`src/rtl/if_fetch_ctrl.sv`:
```
// Instruction fetch controller: single outstanding fetch, one-entry instruction buffer,
// static jal/backward-branch prediction, jalr stall and EX redirect with response draining.
module if_fetch_ctrl #(
  parameter int              XLEN     = 32,
  parameter logic [XLEN-1:0] RESET_PC = 32'h8000_0000
) (
  input  logic            clk_i,
  input  logic            rst_i,
  output logic            ifu_req_valid_o,
  input  logic            ifu_req_ready_i,
  output logic [XLEN-1:0] ifu_req_addr_o,
  input  logic            ifu_rsp_valid_i,
  input  logic [31:0]     ifu_rsp_instr_i,
  output logic [31:0]     md_instr_o,
  input  logic            md_jal_i,
  input  logic            md_jalr_i,
  input  logic            md_branch_i,
  input  logic [XLEN-1:0] md_imm_i,
  output logic            if_valid_o,
  input  logic            id_ready_i,
  output logic [31:0]     if_instr_o,
  output logic [XLEN-1:0] if_pc_o,
  output logic            if_pred_taken_o,
  input  logic            ex_redirect_i,
  input  logic [XLEN-1:0] ex_redirect_pc_i
);

  typedef enum logic [2:0] {
    S_IDLE,
    S_REQ,
    S_WAIT,
    S_OUT,
    S_JSTALL,
    S_DRAIN
  } state_e;

  localparam logic [31:0] NOP = 32'h0000_0013;

  state_e          state_q, state_d;
  logic [XLEN-1:0] pc_q, pc_d;
  logic [31:0]     buf_q, buf_d;
  logic            req_valid_q;
  logic            out_valid_q;
  logic            pred_taken;
  logic [XLEN-1:0] pred_pc;
  logic [XLEN-1:0] redir_pc;

  always_comb begin
    pred_taken = md_jal_i | (md_branch_i & md_imm_i[XLEN-1]);
    pred_pc    = pc_q + (pred_taken ? md_imm_i : XLEN'(4));
    redir_pc   = {ex_redirect_pc_i[XLEN-1:2], 2'b00};
    state_d    = state_q;
    pc_d       = pc_q;
    buf_d      = buf_q;
    if (ex_redirect_i) begin
      pc_d = redir_pc;
      // A request already accepted (or still in flight) must have its response drained.
      case (state_q)
        S_REQ:           state_d = ifu_req_ready_i ? S_DRAIN : S_REQ;
        S_WAIT, S_DRAIN: state_d = ifu_rsp_valid_i ? S_REQ : S_DRAIN;
        default:         state_d = S_REQ;
      endcase
    end else begin
      case (state_q)
        S_IDLE: state_d = S_REQ;
        S_REQ:  if (ifu_req_ready_i) state_d = S_WAIT;
        S_WAIT: begin
          if (ifu_rsp_valid_i) begin
            buf_d   = ifu_rsp_instr_i;
            state_d = S_OUT;
          end
        end
        S_OUT: begin
          if (id_ready_i) begin
            if (md_jalr_i) begin
              state_d = S_JSTALL;
            end else begin
              pc_d    = pred_pc;
              state_d = S_REQ;
            end
          end
        end
        S_JSTALL: state_d = S_JSTALL;
        S_DRAIN:  if (ifu_rsp_valid_i) state_d = S_REQ;
        default:  state_d = S_IDLE;
      endcase
    end
  end

  always_ff @(posedge clk_i or posedge rst_i) begin
    if (rst_i) begin
      state_q     <= S_IDLE;
      pc_q        <= RESET_PC;
      buf_q       <= NOP;
      req_valid_q <= 1'b0;
      out_valid_q <= 1'b0;
    end else begin
      state_q     <= state_d;
      pc_q        <= pc_d;
      buf_q       <= buf_d;
      req_valid_q <= (state_d == S_REQ);
      out_valid_q <= (state_d == S_OUT);
    end
  end

  assign ifu_req_valid_o = req_valid_q;
  assign ifu_req_addr_o  = req_valid_q ? pc_q : '0;
  assign md_instr_o      = buf_q;
  assign if_valid_o      = out_valid_q;
  assign if_instr_o      = out_valid_q ? buf_q : '0;
  assign if_pc_o         = out_valid_q ? pc_q : '0;
  assign if_pred_taken_o = out_valid_q & pred_taken;

endmodule

```
`config.mk`:
```
export PLATFORM = sky130hd
export DESIGN_NAME = if_fetch_ctrl
export DESIGN_NICKNAME = d
export VERILOG_FILES = /design/src/rtl/if_fetch_ctrl.sv
export SDC_FILE = /design/constraint.sdc
export NUM_CORES = 1
export LEC_CHECK = 0
export CAP_MARGIN = 10
export CORE_MARGIN = 5
export CORE_UTILIZATION = 44
export CTS_CLUSTER_SIZE = 8
export DETAILED_ROUTE_END_ITERATION = 10
export HOLD_SLACK_MARGIN = 0.03
export PLACE_DENSITY = 0.83
export SLEW_MARGIN = 20
export SYNTH_ARGS = -nofsm -noshare
export SYNTH_HDL_FRONTEND = slang
export SYNTH_SLANG_ARGS = --single-unit
```
`constraint.sdc`:
```
create_clock -name clk_i -period 3.9 [get_ports clk_i]
set_input_delay 0.78 -clock clk_i [delete_from_list [all_inputs] [get_ports clk_i]]
set_output_delay 0.78 -clock clk_i [all_outputs]
set_load 0.05 [all_outputs]
```
==> metrics.md <==
| Metric | Value |
|---|---|
| Synth cell types | 53 |
| Switching share of total power | 40.5% |
| Core Area | 12,100 um2 |
| Area grow syn2layout | 62.4% |
| Worst Hold Class | reg -> reg |
| Flop pwr share | 26.8% |
| Most frequent cells in the layout | 229 x clkdlybuf4s50_1, 100 x and2_1, 78 x buf_4 |
| P per Cell Area | 393 nW/um2 |
| Grt total ovfl | 0 |
| Via-per-instance ratio | 5.31 |
| # rows | 40 |
| Hold_buf cts | 0 |
| Clock sink count | 69 |
| TritonCTS Buffers | 9 |
| CTS root buf | clkbuf_16 |
| P_leak | 3.93 nW |
| Post-synth top area cell | dfrtp_1 |
| Critical path class | in -> reg |
| CP cell instances | clkdlybuf4s50_1 -> nor2b_1 -> ha_1 -> inv_1 -> fa_1 -> nor2b_2 -> o21ai_1 -> a21oi_2 -> o211ai_1 -> a21oi_2 -> nor3_2 -> buf_4 -> o31ai_1 -> buf_4 -> a21oi_1 -> xor2_1 -> o21ai_1 |
| CP max stage delay | 0.45 ns |
| Final Slew Violations | 0 |
| TritonRoute pass-1 iters | 4 |
| Width of the die | 122 um |
| P_int | 0.00208 W |
| Post-synth top area share | 29.7% |
| RSZ-0062 raised after global routing | no |
| CP max stage cell | clkdlybuf4s50_1 |
| Worst-path clk slew | 0.06 ns |
| Synthesized area | 5480 um2 |
| Initial antenna violation count | 1 |
| #FFs+latches synth | 69 |
| H-tree depth | 3 |
| Run status | finished clean |
| CP max FO | 3 |
| Worst skew pair latency | 0.34 ns |
| Post-synthesis average cell area | 8.44 um2 |
| Commonest non-fill, non-tap cell in the layout | clkdlybuf4s50_1 |
| Wirelength per Cell | 17.8 um |
| Routed Antenna Nets | 0 |
| Sequential area share after synthesis | 31.6% |
| Slew margin rel. | 30.5% |
| First DRT Iteration DRCs | 309 |
| Final min period | 3.64 ns |
| WL final | 19,800 um |
| Fin crit share | 93.4% |
| Yosys warnings | 0 |
| Max-cap violations | 0 |
| Fmax | 275 MHz |
| Clk_skew | 0.00817 ns |
| CP Data Arrival Time | 3.90 ns |
| Initial core utilization | 45.2% |
| Nets | 1,073 |
| Number of global-route vias before repair | 6,117 |
| Die area | 14,800 um2 |
| Ports | 236 |
| Critical Path RT | 4.16 ns |
| Hold WS | 0.524 ns |
| Buf+Inv Stages, Crit Path | 4 |
| Post-detail-place hpwl | 15,300 um |
| VDD IR-drop max | 0.206 mV |
| Final setup viols | 0 |
| Final Hold Viols | 0 |
| Pin count of the biggest net entering global routing | 70 |
| Sw Pwr | 0.00142 W |
| First-pass GRT wire length | 31,100 um |
| Dominant cells by area after synthesis | dfrtp_1 30%, and2_1 11%, mux2_2 7.2% |
| Layout cells sized above 1 | 17.1% |
| EDFF count, synth | 0 |
| Comb power frac | 48.1% |
| Share of total power in the clock network | 25.0% |
| Drt drc | 0 |
| Routability cong. | 0.882 |
| Cell area after layout | 8890 um2 |
| Tot GR Track Use | 26.3% |
| Port Buf Inserts | 233 |
| Slew @ Worst Pin | 1.04 ns |
| Dpl cell area | 8450 um2 |
| Chip height | 122 um |
| Syn nets | 786 |
| CP Launch Type | input port |
| CTS tree | built |
| Vias post-DR | 5,890 |
| CP endpoint kind | register |
| Crit path max-delay family | compound AO/OA/AOI/OAI gates |
| Ys flop type | dfrtp_1 |
| Mapped Cells | 649 |
| Bufs on Longest Clock Path | 2 |
| Ys async rst share | 100% |
[power by group through the flow]
stage	clock, W	combinational (W)	sequential, W
2_1_floorplan	0	0.000805	0.00113
5_1_grt	0.000923	0.00179	0.000956
3_5_place_dp	0	0.00165	0.000949
6_report	0.000876	0.00168	0.000939
4_1_cts	0.000887	0.00167	0.000938
3_3_place_gp	0	0.00162	0.000937
[per-layer routing]
metal  GRT usage (%)  wire (um)  vias to the layer above
li1                -          -                     2818
met1            30.2       7740                     2819
met2            47.0      10300                      212
met3            6.41       1210                       41
met4            10.2        574                        0
met5               0          0                        -
[Yosys cell counts (8+ instances only)]
cell,n
nand2_1,49
inv_1,14
xor2_1,11
ha_1,31
xnor2_1,14
a21o_1,19
mux2_2,35
o21ai_0,41
nor3b_1,8
nand3_1,9
a21oi_1,61
nor2_1,37
dfrtp_1,65
and2_1,100
clkbuf_1,33
nor3_1,9
nor2b_1,35
[logic make-up after synthesis]
kind of cell    count (synthesis)  share of synthesized area (%)
fa+ha+maj                      32                           7.45
simple gates                  275                           27.5
mux                            41                           8.30
xor+xnor                       25                           4.00
flops                          69                           31.6
buf+inv                        52                           3.61
compound gates                155                           17.5
[final cells by class]
type                       instances  area [um2]
antenna                            1        2.50
clock buffer                      12         267
clock inverter                     4        52.6
fill                             912        3220
inverter                          14        52.6
multi-input combinational        528        3620
sequential                        69        1730
tap                              168         210
timing repair buffer             314        2950
[what timing repair did]
item	CTS	global route
resized for setup	4	21
pin swaps	3	6
setup buffers	1	2
cloned	0	1
endpoints found under the setup margin	3	16
[path summary, 6_finish.rpt]
path                                             from                         end  slack, ns  depth (start not counted)
max                                       md_imm_i[0]        pc_q[24]$_DFFE_PP0P_       0.26                         17
min reg2reg                md_instr_o[13]$_DFFE_PP0P_  md_instr_o[13]$_DFFE_PP0P_       0.52                          1
min                        md_instr_o[13]$_DFFE_PP0P_  md_instr_o[13]$_DFFE_PP0P_       0.52                          1
min in group asynchronous                       rst_i  md_instr_o[29]$_DFFE_PP0P_       1.03                          3
max reg2reg                       pc_q[0]$_DFFE_PP0P_        pc_q[24]$_DFFE_PP0P_       0.85                         15
max in group asynchronous                       rst_i        pc_q[21]$_DFFE_PP0P_       2.27                          3
[registers in the layout, indices dropped and copies added (netlist names)]
signal,flops
md_instr_o,32
pc_q,32
state_q,3
if_valid_o,1
ifu_req_valid_o,1
[through the flow]
step / util (%) / cells / setup slack, ns / power [W] / TNS, ns
after floorplan: - / 649 / 0.107 / 0.00193 / 0
after global placement: 69.8 / 1089 / -0.325 / 0.00256 / -2.70
after detailed placement: 69.8 / 1089 / -0.420 / 0.00260 / -4.09
after CTS: 72.7 / 1106 / 0.00416 / 0.00349 / 0
after global routing: 73.4 / 1110 / 0.0931 / 0.00367 / 0
final: 73.4 / 1110 / 0.257 / 0.00350 / 0
No activity file was read; power rests on OpenSTA's default activity.
